==> config.mk <==
export PLATFORM = sky130hd
export DESIGN_NAME = branch_resolver
export DESIGN_NICKNAME = d
export VERILOG_FILES = /design/src/rtl/branch_resolver.sv
export SDC_FILE = /design/constraint.sdc
export NUM_CORES = 1
export LEC_CHECK = 0
export CORE_MARGIN = 1
export CORE_UTILIZATION = 51
export CTS_BUF_LIST = sky130_fd_sc_hd__clkbuf_4
export DETAILED_ROUTE_END_ITERATION = 16
export GPL_TIMING_DRIVEN = 1
export HOLD_SLACK_MARGIN = 0.08
export PLACE_DENSITY_LB_ADDON = 0.25
export SLEW_MARGIN = 0
export SYNTH_ARGS = -nofsm -noshare
export SYNTH_HDL_FRONTEND = slang
export SYNTH_SLANG_ARGS = --single-unit
==> constraint.sdc <==
create_clock -name clk_i -period 6.1 [get_ports clk_i]
set_input_delay 0.61 -clock clk_i [delete_from_list [all_inputs] [get_ports clk_i]]
set_output_delay 0.61 -clock clk_i [all_outputs]
set_load 0.01 [all_outputs]
==> src/rtl/branch_resolver.sv <==
// branch_resolver
//   Sits between ID and EX, just downstream of branch_predictor. Each ID-stage
//   conditional branch is latched with its prediction, PC and taken target.
//   In EX the real condition is evaluated against the forwarded operands, the
//   predictor is trained, and a mispredict flushes IF/ID and redirects fetch.
//   Saturating counters report resolved and mispredicted branches.
//
// Ports
//   clk_i, rst_i          clock (rising edge), asynchronous active-low reset
//   stall_i               pipeline hold: latch and counters frozen, no strobe
//   flush_i               external squash of the ID-stage capture
//   id_branch_i           ID instruction is a conditional branch
//   id_predict_i          predictor decision for it (1 = taken)
//   id_funct3_i           branch type (beq/bne/blt/bge/bltu/bgeu)
//   id_pc_i, id_target_i  branch PC and computed taken target
//   ex_rs1_i, ex_rs2_i    forwarded operands in EX
//   br_valid_o            one-cycle resolve strobe to predictor Branch_i
//   br_update_o           prediction of resolving branch (predictor update_i)
//   br_result_o           actual outcome (predictor result_i)
//   mispredict_o          flush IF/ID and redirect fetch
//   redirect_pc_o         corrected fetch PC, zero unless mispredict_o
//   branch_cnt_o          resolved branches (saturating)
//   miss_cnt_o            mispredicted branches (saturating)
module branch_resolver #(
  parameter int XLEN  = 32,
  parameter int CNT_W = 16
) (
  input  logic             clk_i,
  input  logic             rst_i,
  input  logic             stall_i,
  input  logic             flush_i,
  input  logic             id_branch_i,
  input  logic             id_predict_i,
  input  logic [2:0]       id_funct3_i,
  input  logic [XLEN-1:0]  id_pc_i,
  input  logic [XLEN-1:0]  id_target_i,
  input  logic [XLEN-1:0]  ex_rs1_i,
  input  logic [XLEN-1:0]  ex_rs2_i,
  output logic             br_valid_o,
  output logic             br_update_o,
  output logic             br_result_o,
  output logic             mispredict_o,
  output logic [XLEN-1:0]  redirect_pc_o,
  output logic [CNT_W-1:0] branch_cnt_o,
  output logic [CNT_W-1:0] miss_cnt_o
);

  function automatic logic [CNT_W-1:0] sat_inc(input logic [CNT_W-1:0] v);
    return (&v) ? v : v + CNT_W'(1);
  endfunction

  // ID/EX latch
  logic             vld_p0;
  logic             pred_p0;
  logic [2:0]       funct3_p0;
  logic [XLEN-1:0]  pc_p0;
  logic [XLEN-1:0]  target_p0;

  // Performance counters, updated on the resolve edge
  logic [CNT_W-1:0] branch_cnt_p1;
  logic [CNT_W-1:0] miss_cnt_p1;

  logic signed [XLEN-1:0] rs1_s;
  logic signed [XLEN-1:0] rs2_s;
  logic                   actual;

  assign rs1_s = ex_rs1_i;
  assign rs2_s = ex_rs2_i;

  always_comb begin
    actual = 1'b0;
    unique case (funct3_p0)
      3'b000:  actual = (ex_rs1_i == ex_rs2_i);
      3'b001:  actual = (ex_rs1_i != ex_rs2_i);
      3'b100:  actual = (rs1_s <  rs2_s);
      3'b101:  actual = (rs1_s >= rs2_s);
      3'b110:  actual = (ex_rs1_i <  ex_rs2_i);
      3'b111:  actual = (ex_rs1_i >= ex_rs2_i);
      default: actual = 1'b0;  // 010/011 are not branches; never taken
    endcase
  end

  // EX resolve: zero-cycle, gated so nothing leaks while stalled or empty
  assign br_valid_o   = vld_p0 & ~stall_i;
  assign br_update_o  = br_valid_o & pred_p0;
  assign br_result_o  = br_valid_o & actual;
  assign mispredict_o = br_valid_o & (pred_p0 != actual);

  always_comb begin
    redirect_pc_o = '0;
    if (mispredict_o) begin
      // Predicted taken but fell through: resume at pc+4 (wraps naturally)
      redirect_pc_o = actual ? target_p0 : pc_p0 + XLEN'(4);
    end
  end

  assign branch_cnt_o = branch_cnt_p1;
  assign miss_cnt_o   = miss_cnt_p1;

  always_ff @(posedge clk_i or negedge rst_i) begin
    if (!rst_i) begin
      vld_p0        <= 1'b0;
      pred_p0       <= 1'b0;
      funct3_p0     <= '0;
      pc_p0         <= '0;
      target_p0     <= '0;
      branch_cnt_p1 <= '0;
      miss_cnt_p1   <= '0;
    end else if (!stall_i) begin
      // A mispredict in EX means the current ID instruction is wrong-path
      if (flush_i || mispredict_o) begin
        vld_p0 <= 1'b0;
      end else begin
        vld_p0    <= id_branch_i;
        pred_p0   <= id_predict_i;
        funct3_p0 <= id_funct3_i;
        pc_p0     <= id_pc_i;
        target_p0 <= id_target_i;
      end
      if (br_valid_o) begin
        branch_cnt_p1 <= sat_inc(branch_cnt_p1);
        if (mispredict_o) miss_cnt_p1 <= sat_inc(miss_cnt_p1);
      end
    end
  end

endmodule

# Word level (Yosys, flattened, before mapping)
# Index checks and enable logic that the tools add are counted.
dict set report classes {
  n_addsub 3
  n_lt_le_gt_ge 4
  eq_ne 8
  muxes 4
  n_bitwise 8
  reduce_logical 7
}
# operator count
set ops {}
lappend ops {{32-bit >= comparator} 2}
lappend ops {{32-bit < comparator} 2}
lappend ops {{32-bit two-way mux} 2}
lappend ops {{16-bit by 1-bit adder with 16-bit output, second input constant} 2}
lappend ops {{32-bit by 3-bit adder with 32-bit output, second input constant} 1}
lappend ops {{32-bit equality test} 1}
lappend ops {{32-bit inequality test} 1}
lappend ops {{16-bit AND reduction} 2}
lappend ops {{3-bit equality test, second input constant} 4}
lappend ops {{1-bit case mux with 6 select lines} 1}
lappend ops {{1-bit AND} 4}
lappend ops {{1-bit inverter} 4}
lappend ops {{4-bit AND reduction} 1}
lappend ops {{3-bit by 1-bit equality test with 1-bit output, second input constant} 1}
lappend ops {{3-bit zero test} 1}
lappend ops {{3-bit AND reduction} 1}
lappend ops {{2-bit AND reduction} 1}
lappend ops {{1-bit logical OR} 1}
lappend ops {{1-bit two-way mux} 1}
lappend ops {{1-bit inequality test} 1}
dict set report word_totals {
  regBits 101
  in_bits 137
  output_inout_bits 68
  wordCells 41
}

# Depth between registers and ports, before layout
# Gate-level depths: netlist of run 1.
dict set report logic_depth {
  ltp_word 7
  mapped_depth 14
  mapped_depth_nobuf 12
}

# Worst setup path after synthesis of run 1
# Ideal clock, no wire load.
dict set report synth_timing {
  path_kind {input to output}
  startpoint {in ex_rs2_i[31]}
  endpoint {out redirect_pc_o[10]}
  arrival_ns 3.030
  required_ns 5.490
  slack_ns 2.460
  cell_stages 13
  path_buffers 1
  path_cell_list {inv_1 -> ha_1 -> nand4_1 -> nor2_1 -> a22oi_1 -> o2111ai_1 -> nor3_2 -> mux2i_1 -> a221oi_4 -> xor2_1 -> nand2_1 -> clkbuf_1 -> nor2_1}
}
dict set report synth_between {
  elab_chain_cells 5
  elab_cells_between_ends 11
  classes_between {4 x order compare; 3 x eq/ne; 3 x mux; 1 x bitwise}
}
# item line
set synth_rtl {}
lappend synth_rtl {{from (decl)} 38} ;# input logic [XLEN-1:0] ex_rs2_i,
lappend synth_rtl {{32-bit >= comparator, or another cell as far along} 78} ;# 3'b111: actual = (ex_rs1_i >= ex_rs2_i);
lappend synth_rtl {{1-bit case mux with 6 select lines *} 72} ;# unique case (funct3_p0)
lappend synth_rtl {{1-bit inequality test} 87} ;# assign mispredict_o = br_valid_o & (pred_p0 != actual);
lappend synth_rtl {{1-bit AND} 87}
lappend synth_rtl {{32-bit two-way mux *} 91} ;# if (mispredict_o) begin
lappend synth_rtl {{to (decl)} 43} ;# output logic [XLEN-1:0] redirect_pc_o,
# Mark *: on every way between the ends. The rest lies on a longest branch, timed or not.

# Worst setup path after layout of run 1
dict set report layout_timing {
  startpoint {in ex_rs2_i[31]}
  endpoint {out redirect_pc_o[20]}
}
# Same word-level chain as after synthesis.

==> results.toml, run 1 <==
[setup_path]
path_class = "in2out"
worstRegToRegCells = 9
end_kind = "output pin"
cp.required_ns = 5.49
path_max_fanout = 20
timing.rr.end = "target_p0[28]"
critical_path_arrival_ns = 4.49
cp-start-kind = "input port"
r2r_setup_slack_ns = 3.04
r2r_start = "funct3_p0[0]"

[clock_tree]
post-cts-setup-buffers = 0
cts_root_buffer = "clkbuf_4"
cts_max_level = 3
clockBufferDepth = 2
cts_hold_buf = 0
clk_latency_ns = 0.46
cts_tree = "built"
cts_buffers = 9
ctsResizeCount = 0
cts_num_sinks = 101
clk_pin_slew_ns = 0.15

[global_routing]
grt_start_max_net_pins = 69
grt_pass1_wl_mm = 23.1
grt_overflow = 0
antenna_found_initial = 0
grt_pass1_vias = 5123
grt_use_total_pct = 25.0

[synthesis]
synth_ff_type = "dfrtp_1"
synth_simple_gate_area_share_pct = 15.7
synth_top_family_by_area = "simple AND/OR/NAND/NOR gates"
synth_seq_cells = 101
synth_area_leaders = "dfrtp_1 43%, mux2_2 13%, ha_1 7.4%, xnor2_1 5.8%, nor2_1 5.1%"
async_reset_ff_share_pct = 100
synth_area_per_cell_um2 = 9.88
syn_inst = 597
synthDominantCellAreaShare_pct = 42.8
ys_types = 38
yosysTopAreaCell = "dfrtp_1"
synth.cell_area_um2 = 5900
synth_edf_count = 0
syn-num-nets = 769
synthAdderAreaFrac_pct = 7.42
synth_mux_area_share_pct = 14.9
synth_xor_xnor_area_share_pct = 8.76
yosysSeqAreaShare_pct = 42.8
synth_warnings = 0
synth_compound_area_share_pct = 6.04

[detailed_routing]
vias = 4982
drc_errors = 0
drt_iter0_drc = 263
firstDrtPassIters = 4
ant_nets = 0
vias_per_cell = 5.31
drt-total-wl_mm = 14.7
wl_per_cell_um = 15.7

[layout]
fin_nets = 966
diodes = 0
drive_gt1_share_pct = 11.1
syn2layout_area_growth_pct = 39.5
fillers = 790
final_cells = 939

[outcome]
outcome = "completed"

[min_path]
hold_path_class = "in2async"

[floorplanning]
die_width_um = 110
core_area_um2 = 11000
num_io_pins = 205
die_y_um = 110
start_util_pct = 53.5
die_area_um2 = 12000
rows = 38

[power_and_ir_drop]
power_w = 0.00202
peakVddDrop_mv = 0.203
power_per_cell_area_nw_per_um2 = 246
leakage_nw = 3.56

[sta]
relSlewSlack_pct = 31.8
rsz0062_at_grt = "false"
finalClockSkew_ns = 0.0174
finalCritPeriodShare_pct = 83.7
setup_viol = 0
drv_slew = 0
tightest_slew_ns = 0.995
setup_tns_ns = 0
hold_viol = 0
period_needed_ns = 5.10
hold_slack_ns = 0.119
fmax_ghz = 0.196

[place]
gp_congestion = 0.806
placedCellCount = 923
portBuffers = 204
hpwlAfterDp_mm = 11.2

[flow_run]
maxCapViolations = 0
-- cell families (layout without fill, tap and decap cells) --
| kind of cell | Yosys count | count (layout) |
|---|---|---|
| adders and majority gates | 35 | 35 |
| AOI/OAI and AO/OA | 60 | 60 |
| DFF | 101 | 101 |
| and+or+nand+nor | 198 | 198 |
| buffers and inverters | 65 | 267 |
| muxes | 79 | 79 |
| xor gates and xnor gates | 59 | 59 |
-- stage by stage --
step / area [um^2] / utilization (%) / worst slack [ns]
2_1_floorplan: 5900 / - / 2.46
3_5_place_dp: 8070 / 73.1 / 1.00
4_1_cts: 8230 / 74.6 / 0.980
5_1_grt: 8230 / 74.6 / 0.639
3_3_place_gp: 8070 / 73.1 / 1.16
6_report: 8230 / 74.6 / 0.997
-- worst max-delay path by stage --
stage | start | endpoint | slack [ns] | cells past startpoint
after CTS | ex_rs2_i[31] | redirect_pc_o[20] | 0.98 | 15
after global placement | ex_rs2_i[31] | redirect_pc_o[15] | 1.16 | 15
after global routing | ex_rs2_i[31] | redirect_pc_o[29] | 0.64 | 15
after floorplan | ex_rs2_i[31] | redirect_pc_o[10] | 2.46 | 13
final | ex_rs2_i[31] | redirect_pc_o[20] | 1.0 | 15
after detailed placement | ex_rs2_i[31] | redirect_pc_o[20] | 1.00 | 15
-- cell type report --
class	instances	area, um^2	share of cell area (%)
well taps	140	175	2.13
inverters	43	161	1.96
multi-input cells	431	3120	37.9
clock buffers	9	67.6	0.821
flip-flops and latches	101	2530	30.7
clock inverters	7	95.1	1.16
repair buffers	208	2080	25.3
-- per-layer routing --
| metal | up-vias | track usage, % | share of wire, % |
|---|---|---|---|
| met5 | - | 0 | 0 |
| met4 | 0 | 12.1 | 3.4 |
| met3 | 37 | 5.87 | 8.1 |
| met1 | 2332 | 28.6 | 40 |
| met2 | 181 | 43.9 | 48 |
| li1 | 2432 | - | - |
-- power breakdown --
group          internal, W  leakage (nW)  switching (W)
Clock             0.000169        0.0887       0.000229
Combinational     0.000387          2.23       0.000318
Sequential        0.000799          1.24       0.000121
Total              0.00136          3.56       0.000667
-- state kept, by name (all words and copies together), names as in the netlist --
| signal | count |
|---|---|
| miss_cnt_o | 16 |
| pred_p0 | 1 |
| target_p0 | 32 |
| pc_p0 | 32 |
| funct3_p0 | 3 |
| branch_cnt_o | 16 |
| vld_p0 | 1 |
-- cell usage in the layout, fill, tap and decap left out, drive strengths merged, types with 2 or more instances in the layout --
cell type | Yosys | routed
a21boi | 2 | 2
a21o | 3 | 3
a21oi | 41 | 41
and2 | 5 | 5
and3 | 14 | 14
and4 | 2 | 2
buf | 7 | 5
bufinv | 0 | 2
clkbuf | 15 | 9
clkdlybuf4s50 | 0 | 203
clkinv | 0 | 2
dfrtp | 101 | 101
ha | 35 | 35
inv | 43 | 46
mux2 | 69 | 69
mux2i | 10 | 10
nand2 | 32 | 32
nand2b | 2 | 2
nand3 | 29 | 29
nand4 | 21 | 21
nor2 | 80 | 80
nor3 | 7 | 7
nor4 | 2 | 2
o21ai | 7 | 7
xnor2 | 39 | 39
xor2 | 20 | 20
-- cell usage after synthesis, types with 5 or more instances --
library cell and n:
dfrtp_1 101, nor2_1 80, mux2_2 66, inv_1 43
a21oi_1 41, xnor2_1 39, ha_1 35, nand2_1 32
nand3_1 29, nand4_1 21, xor2_1 20, clkbuf_1 15
and3_1 14, mux2i_1 10, nor3_1 6, o21ai_0 6
and2_1 5, buf_2 5
-- critical path, stage by stage --
cell	delay (ns)
clkdlybuf4s50_1	0.46
inv_1	0.04
ha_1	0.34
nand4_1	0.17
nor2_1	0.10
a22oi_1	0.17
o2111ai_1	0.16
nor3_2	0.28
mux2i_1	0.15
a221oi_4	0.34
xor2_1	0.23
nand2_1	0.38
buf_4	0.36
nor2_1	0.14
clkdlybuf4s50_1	0.57
No activity file was read; power rests on OpenSTA's default activity.
==> inputs of run 2 (changes only) <==
- CORE_UTILIZATION: 51 -> 47
- clock period: 6.1 -> 5 ns (I/O delays scaled with it)
==> run 2 against run 1 <==
Clock-buffer cell count did not move. Wire length rose by 3.7%. Utilization shrank 6.3 points. Setup slack worse by 0.48 ns. Global-route usage fell by 1.3 points. Clock power is 11% higher. Die area rose by 8.4%. Critical endpoint is now redirect_pc_o[25]. Register-to-register slack got worse by 0.74 ns. Largest power group unchanged.
==> results.toml, run 2 (synthesis gave the netlist of run 1 again) <==
[outcome]
outcome = "completed"

[setup_path]
cp-start-kind = "input port"
timing.rr.end = "pc_p0[28]"
r2r_start = "funct3_p0[0]"
crit_top_cell = "clkdlybuf4s50_1"
cp.required_ns = 4.50
crit_slowest_cell = "clkdlybuf4s50_1"
path_buf_inv = 4
crit_chain = "clkdlybuf4s50_1 -> inv_1 -> ha_1 -> nand4_1 -> nor3_1 -> nand3_1 -> a21oi_1 -> nor3_2 -> mux2i_1 -> a221oi_4 -> xor2_1 -> nand2_1 -> buf_4 -> nor2_1 -> clkdlybuf4s50_1"
worst_path_largest_cell_delay_ns = 0.55
path_class = "in2out"
critical_path_arrival_ns = 3.98
critical-path-top-delay-family = "buffers and inverters"
worstRegToRegCells = 9
r2r_setup_slack_ns = 2.30
end_kind = "output pin"
path_max_fanout = 20

[sta]
period_needed_ns = 4.48
setup_tns_ns = 0
relSlewSlack_pct = 55.7
setup_viol = 0
fmax_ghz = 0.223
drv_slew = 0
finalClockSkew_ns = 0.0172
tightest_slew_ns = 0.664
rsz0062_at_grt = "false"
finalCritPeriodShare_pct = 89.7
hold_viol = 0
setup_ws_ns = 0.516

[clock_tree]
clk_latency_ns = 0.46
clockBufferDepth = 2
cts_tree = "built"
clk_pin_slew_ns = 0.16
cts_max_level = 3
cts_num_sinks = 101
cts_buffers = 9
cts_root_buffer = "clkbuf_4"
post-cts-setup-buffers = 0

[min_path]
worstHoldStart = "branch_cnt_o[15]"
hold_path_class = "reg2reg"
worstHoldEndpoint = "branch_cnt_o[15]"
min_path_cells = 1

[place]
hpwlAfterDp_mm = 11.8
gp_congestion = 0.833
portBuffers = 204
placedCellCount = 954
post-place-ws_ns = 0.494

[global_routing]
grt_use_total_pct = 23.7
grt_pass1_vias = 5137
grt_start_max_net_pins = 69
grt_overflow = 0
grt_pass1_wl_mm = 24.0
antenna_found_initial = 0

[detailed_routing]
wl_per_cell_um = 15.7
drt-total-wl_mm = 15.3
vias_per_cell = 5.12
vias = 4975
firstDrtPassIters = 4
drt_iter0_drc = 216
ant_nets = 0
drc_errors = 0

[floorplanning]
die_y_um = 114
die_width_um = 114
start_util_pct = 48.7
die_area_um2 = 13000
core_area_um2 = 12100
num_io_pins = 205
rows = 40

[power_and_ir_drop]
peakVddDrop_mv = 0.159
power_per_cell_area_nw_per_um2 = 293
leakage_nw = 3.56

[layout]
fin_nets = 970
top_regs = "pc_p0 (32), target_p0 (32)"
layout_common_cells = "203 x clkdlybuf4s50_1, 101 x dfrtp_1, 80 x nor2_1, 66 x mux2_2, 43 x inv_1"
final_cells = 971
syn2layout_area_growth_pct = 40.3
fillers = 966
multi_input_area_um2 = 3120
drive_gt1_share_pct = 11.6
diodes = 0
seq_area_um2 = 2530
final_common_cell = "clkdlybuf4s50_1"

[flow_run]
maxCapViolations = 0
run 2: cell types whose count changed in the layout (fill, tap and decap cells not counted):
cell           previous run  this run
buf_4                     4         7
clkinvlp_4                0         3
inv_6                     3         1
bufinv_16                 2         1
clkinv_1                  1         0
clkinv_4                  0         1
dlygate4sd3_1             0         1
run 2: worst max-delay path by stage:
stage,startpoint,to,depth (start not counted)
final,ex_rs2_i[23],redirect_pc_o[25],15
after CTS,ex_rs2_i[23],redirect_pc_o[31],15
after global routing,ex_rs2_i[31],redirect_pc_o[27],15
after global placement,ex_rs2_i[11],redirect_pc_o[31],14
after floorplan,ex_rs2_i[31],redirect_pc_o[10],13
after detailed placement,ex_rs2_i[23],redirect_pc_o[31],15
run 2: area by class of cell:
cell class	count	share of cell area (%)
clock inverter	7	0.907
multi-input combinational	431	37.7
timing repair buffer	212	25.5
inverter	43	1.95
sequential	101	30.5
tap	168	2.54
clock buffer	9	0.816
run 2: report_power, final:
part,total (W),switching [W],internal [W]
combinational,0.000861,0.000384,0.000477
sequential,0.00112,0.000144,0.000975
clock,0.000443,0.000289,0.000154
total,0.00242,0.000816,0.00161
run 2: worst register-to-register path, stage by stage, from the launching register on:
cell and delay, ns:
dfrtp_1 0.46, xor2_1 0.18, nor2_1 0.09, nor2_1 0.07, a221oi_4 0.24, buf_4 0.36, xnor2_1 0.24, o21ai_4 0.20
buf_12 0.33, mux2_2 0.43
run 2: per-layer routing:
layer | wire length [um] | track usage, % | vias up
met3 | 1070 | 5.69 | 27
met5 | 0 | 0 | -
li1 | - | - | 2439
met1 | 6320 | 27.3 | 2339
met4 | 403 | 10.3 | 0
met2 | 7480 | 41.9 | 170
run 2: per-stage QoR:
| step | power [W] | utilization (%) | area [um^2] | hold slack, ns |
|---|---|---|---|---|
| finish | 0.00242 | 68.3 | 8280 | 0.509 |
| global route | 0.00257 | 68.3 | 8280 | 0.537 |
| CTS | 0.00244 | 68.3 | 8280 | 0.512 |
| detailed placement | 0.00200 | 67.1 | 8130 | 0.485 |
| global placement | 0.00196 | 67.1 | 8130 | 0.476 |
| floorplan | 0.00163 | - | 5900 | 0.204 |
run 2: repair_timing:
action / 4_1_cts / 5_1_grt
hold buffers: 1 / 0
hold endpoints to repair: 49 / 0
resized for setup: 0 / 0
setup endpoints to repair: 0 / 0
